==> config.mk <==
export PLATFORM = sky130hd
export DESIGN_NAME = duty_button_ctrl
export DESIGN_NICKNAME = d
export VERILOG_FILES = /design/src/rtl/duty_button_ctrl.sv
export SDC_FILE = /design/constraint.sdc
export NUM_CORES = 1
export LEC_CHECK = 0
export ABC_AREA = 0
export CAP_MARGIN = 15
export CORE_MARGIN = 2
export CORE_UTILIZATION = 35
export DETAILED_ROUTE_END_ITERATION = 7
export PLACE_DENSITY_LB_ADDON = 0.12
export RECOVER_POWER = 50
export SKIP_CTS_REPAIR_TIMING = 1
export SLEW_MARGIN = 20
export SYNTH_ARGS = -nofsm -noshare
export SYNTH_HDL_FRONTEND = slang
export SYNTH_SLANG_ARGS = --single-unit
==> constraint.sdc <==
create_clock -name clk -period 3.1 [get_ports clk]
set_clock_uncertainty 0.1 [all_clocks]
set_input_delay 0.93 -clock clk [delete_from_list [all_inputs] [get_ports clk]]
set_output_delay 0.93 -clock clk [all_outputs]
set_load 0.02 [all_outputs]
==> src/rtl/duty_button_ctrl.sv <==
// Two-channel pushbutton conditioner: synchronise, debounce, then emit one-cycle
// press and auto-repeat step pulses for the PWM generator's duty inputs.
module duty_button_ctrl #(
  parameter int DEBOUNCE_CYCLES = 16,
  parameter int REPEAT_EN       = 1,
  parameter int REPEAT_DELAY    = 64,
  parameter int REPEAT_PERIOD   = 32,
  parameter int CNT_W           = 16
) (
  input  logic clk,
  input  logic rst_n,
  input  logic btn_inc_raw,
  input  logic btn_dec_raw,
  output logic increase_duty,
  output logic decrease_duty,
  output logic inc_held,
  output logic dec_held
);

  typedef enum logic [1:0] {
    S_IDLE   = 2'd0,
    S_WAIT   = 2'd1,
    S_REPEAT = 2'd2,
    S_HOLD   = 2'd3
  } state_t;

  logic [1:0] raw;
  logic [1:0] held;
  logic [1:0] pulse;
  logic       both_held;

  assign raw       = {btn_dec_raw, btn_inc_raw};
  assign both_held = held[0] & held[1];

  // Channel 0 is increase, channel 1 is decrease.
  generate
    for (genvar gi = 0; gi < 2; gi++) begin : g_ch
      logic             sync1_reg;
      logic             sync2_reg;
      logic             held_reg;
      logic             pulse_reg;
      logic [CNT_W-1:0] db_cnt_reg;
      logic [CNT_W-1:0] rp_cnt_reg;
      state_t           state_reg;

      always_ff @(posedge clk) begin
        if (!rst_n) begin
          sync1_reg  <= 1'b0;
          sync2_reg  <= 1'b0;
          held_reg   <= 1'b0;
          db_cnt_reg <= '0;
        end else begin
          sync1_reg <= raw[gi];
          sync2_reg <= sync1_reg;
          if (sync2_reg == held_reg) begin
            db_cnt_reg <= '0;
          end else if (db_cnt_reg == CNT_W'(DEBOUNCE_CYCLES)) begin
            held_reg   <= ~held_reg;
            db_cnt_reg <= '0;
          end else begin
            db_cnt_reg <= db_cnt_reg + CNT_W'(1);
          end
        end
      end

      // A pulse that falls due while both buttons are held is dropped, but the
      // repeat timing keeps running so the cadence resumes unchanged.
      always_ff @(posedge clk) begin
        if (!rst_n) begin
          state_reg  <= S_IDLE;
          rp_cnt_reg <= '0;
          pulse_reg  <= 1'b0;
        end else begin
          pulse_reg <= 1'b0;
          case (state_reg)
            S_IDLE: begin
              if (held_reg) begin
                pulse_reg  <= ~both_held;
                rp_cnt_reg <= '0;
                state_reg  <= (REPEAT_EN != 0) ? S_WAIT : S_HOLD;
              end
            end
            S_WAIT: begin
              if (!held_reg) begin
                state_reg <= S_IDLE;
              end else if (rp_cnt_reg == CNT_W'(REPEAT_DELAY - 1)) begin
                pulse_reg  <= ~both_held;
                rp_cnt_reg <= '0;
                state_reg  <= S_REPEAT;
              end else begin
                rp_cnt_reg <= rp_cnt_reg + CNT_W'(1);
              end
            end
            S_REPEAT: begin
              if (!held_reg) begin
                state_reg <= S_IDLE;
              end else if (rp_cnt_reg == CNT_W'(REPEAT_PERIOD - 1)) begin
                pulse_reg  <= ~both_held;
                rp_cnt_reg <= '0;
              end else begin
                rp_cnt_reg <= rp_cnt_reg + CNT_W'(1);
              end
            end
            default: begin
              if (!held_reg) begin
                state_reg <= S_IDLE;
              end
            end
          endcase
        end
      end

      assign held[gi]  = held_reg;
      assign pulse[gi] = pulse_reg;
    end
  endgenerate

  assign increase_duty = pulse[0];
  assign decrease_duty = pulse[1];
  assign inc_held      = held[0];
  assign dec_held      = held[1];

endmodule

==> flow_summary.json, run 1 <==
{
  "status": "complete, no violations",
  "yosysSeqAreaShare_pct": 38.20,
  "syn-cell-area_mm2": 0.003983,
  "grt.total_usage_pct": 15.50,
  "grt_max_degree": 23,
  "yosysWarningCount": 0,
  "pin_count": 8,
  "synth-edff-count": 0,
  "postSynthCellCount": 486,
  "ys_ff_latch": 76,
  "cts-root-buf": "clkbuf_16",
  "drt-met1-wl_um": 4738,
  "dpl_cell_area_mm2": 0.004238,
  "rsz0062_at_grt": "false",
  "synth.avg_cell_area_um2": 8.195,
  "first_pass_iters": 4,
  "numCtsBuffers": 9,
  "die_area_mm2": 0.01225,
  "peakVddDrop_mv": 0.2673,
  "insertedDiodeCount": 0,
  "drc": 0,
  "clock_tree.htree_level_count": 3,
  "cellPowerDensity_mw_per_mm2": 458.3,
  "synthTopCellsByArea": "dfxtp_1 38%, nand3_1 6.2%, ha_1 4.4%, nor2_1 4.1%, xor2_1 4.0%",
  "cts_buffer_depth": 2,
  "numPortBuffers": 7,
  "synthArstFlopShare_pct": 0,
  "leakagePower_nw": 1.501,
  "post-dp-hpwl_um": 6428,
  "timing_worst_setup_path_type": "input port to flop",
  "overflow": 0,
  "max_freq_mhz": 368.6,
  "rows": 38,
  "fin_util_pct": 41.25,
  "nNetsFinal": 515,
  "syn2layout_area_growth_pct": 13.76,
  "die_h_um": 110.7,
  "fin_crit_sh_pct": 87.52,
  "drv_slew": 0,
  "relSlewSlack_pct": 50.51,
  "die_w_um": 110.7,
  "finalWirelength_um": 9340,
  "seqPwrFrac_pct": 47.3,
  "cp.required_ns": 3.19,
  "start_util_pct": 36.26,
  "synth_cell_types": 53,
  "internal-power_mw": 1.657,
  "fin_setup_tns_ns": 0,
  "drive_above_1_share_pct": 6.175,
  "cp-start-kind": "input port",
  "wl_per_cell_um": 14.55,
  "cts.sinks": 76,
  "hp-class": "flop to flop",
  "finalHoldViolCount": 0,
  "met2_wirelength_um": 4243,
  "crit_arrival_ns": 2.80,
  "met3WireLength_um": 238,
  "via_count": 3545,
  "insertion_delay_ns": 0.33,
  "fin_crit_ns": 2.713,
  "power.net_switching_uw": 419.5,
  "synthFlopType": "dfxtp_1",
  "register_area_mm2": 0.001521,
  "n_fill_cell": 1093,
  "p_sw_share_pct": 20.20,
  "synth_fp_nets": 504,
  "cts.clk_slew.worst_paths_ns": 0.06,
  "grt_pass1_wl_um": 16090,
  "drt.antenna.violating_nets": 0,
  "antenna_found_initial": 0,
  "yosysMostFrequentCell": "dfxtp_1",
  "clkPwrFrac_pct": 51.2,
  "multi_input_area_mm2": 0.002310,
  "cts_tree": "done",
  "top_layer": "met4",
  "drtIter0Drc": 239,
  "worst_pin_slew_ns": 0.7424,
  "setup_viol": 0,
  "netlist.area_leader.share_pct": 38.20,
  "fp.coreArea_mm2": 0.01098,
  "via_per_inst": 5.522,
  "path_max_fanout": 16,
  "grt_pass1_vias": 3412,
  "synth_top_cell_by_area": "dfxtp_1",
  "synthTopCellsByCount": "76 x dfxtp_1, 49 x nand3_1, 43 x nor2_1",
  "hold_ws_ns": 0.3372,
  "gp_congestion": 0.8219,
  "fin_area_mm2": 0.004531,
  "power_frac_comb_pct": 1.5,
  "max_cap_viol_count": 0,
  "crit_path_end_kind": "flop"
}
## final timing paths
check | start | endpoint | slack (ns) | cells after the start
worst max-delay path | rst_n | g_ch[0].db_cnt_reg[4] | 0.39 | 6
worst min-delay path | g_ch[1].sync1_reg | g_ch[1].sync2_reg | 0.34 | 1
worst max register to register | g_ch[1].rp_cnt_reg[13] | g_ch[1].rp_cnt_reg[14] | 0.61 | 5
worst min register to register | g_ch[1].sync1_reg | g_ch[1].sync2_reg | 0.34 | 1
## layout by cell type (no fill, tap or decap), drive strengths merged, types with 6 or more instances in the layout
cell	n
dfxtp	76
nand3	49
nor2	43
nand2	40
a31oi	25
inv	19
xor2	18
o21ai	18
and3	15
clkbuf	15
a21oi	14
ha	14
nor3	13
nand4	13
and2	12
nor4	11
or3	10
xnor2	9
buf	9
a41oi	7
or4	7
clkdlybuf4s50	6
a21boi	6
## worst max-delay path: stages
cell	delay (ns)
dlygate4sd3_1	0.62
clkbuf_1	0.24
buf_4	0.24
nand3_1	0.08
clkbuf_1	0.56
nor2_1	0.12
## power by group through the flow
stage               Clock [mW]  Sequential (mW)  Combinational, mW
floorplan                    0             1.00             0.0195
finish                    1.06            0.982             0.0314
global placement             0             1.00             0.0333
detailed placement           0             1.00             0.0336
global route              1.13            0.981             0.0348
CTS                       1.09            0.982             0.0338
## stage by stage
step | instances | setup WS, ns | power (mW)
global placement | 626 | 0.4200 | 1.036
detailed placement | 626 | 0.3934 | 1.037
CTS | 642 | 0.4695 | 2.109
floorplan | 486 | 0.7191 | 1.022
finish | 642 | 0.3869 | 2.076
global route | 642 | 0.2321 | 2.148
## layout make-up
type                    count  area share (%)
clock buffers              12           5.661
clock inverters             4           1.049
inverters                  19           1.574
multi-input cells         372           50.98
flip-flops and latches     76           33.58
well taps                 140           3.866
repair buffers             19           3.286
## logic make-up (layout without fill, tap and decap cells)
kind of cell / after synthesis / count (layout) / share of synthesized area [%]
muxes: 4 / 4 / 1.005
buffers and inverters: 38 / 54 / 3.801
AOI/OAI and AO/OA: 91 / 91 / 15.05
DFF: 76 / 76 / 38.20
adders and majority gates: 14 / 14 / 4.398
xor gates and xnor gates: 27 / 27 / 5.938
and+or+nand+nor: 236 / 236 / 31.61
## metal layers
metal / global-route usage (%) / vias up
met1: 20.83 / 1693
met2: 24.50 / 43
li1: - / 1799
met5: 0 / -
met4: 6.083 / 0
met3: 3.062 / 10
No activity file was read; power rests on OpenSTA's default activity.
==> run 2: changes to the inputs <==
--- a/config.mk
+++ b/config.mk
@@ -5,7 +5,6 @@
 export SDC_FILE = /design/constraint.sdc
 export NUM_CORES = 1
 export LEC_CHECK = 0
-export ABC_AREA = 0
 export CAP_MARGIN = 15
 export CORE_MARGIN = 2
 export CORE_UTILIZATION = 35
==> results of run 2 <==
Final layout, timing and power as in run 1 (identical DEF).
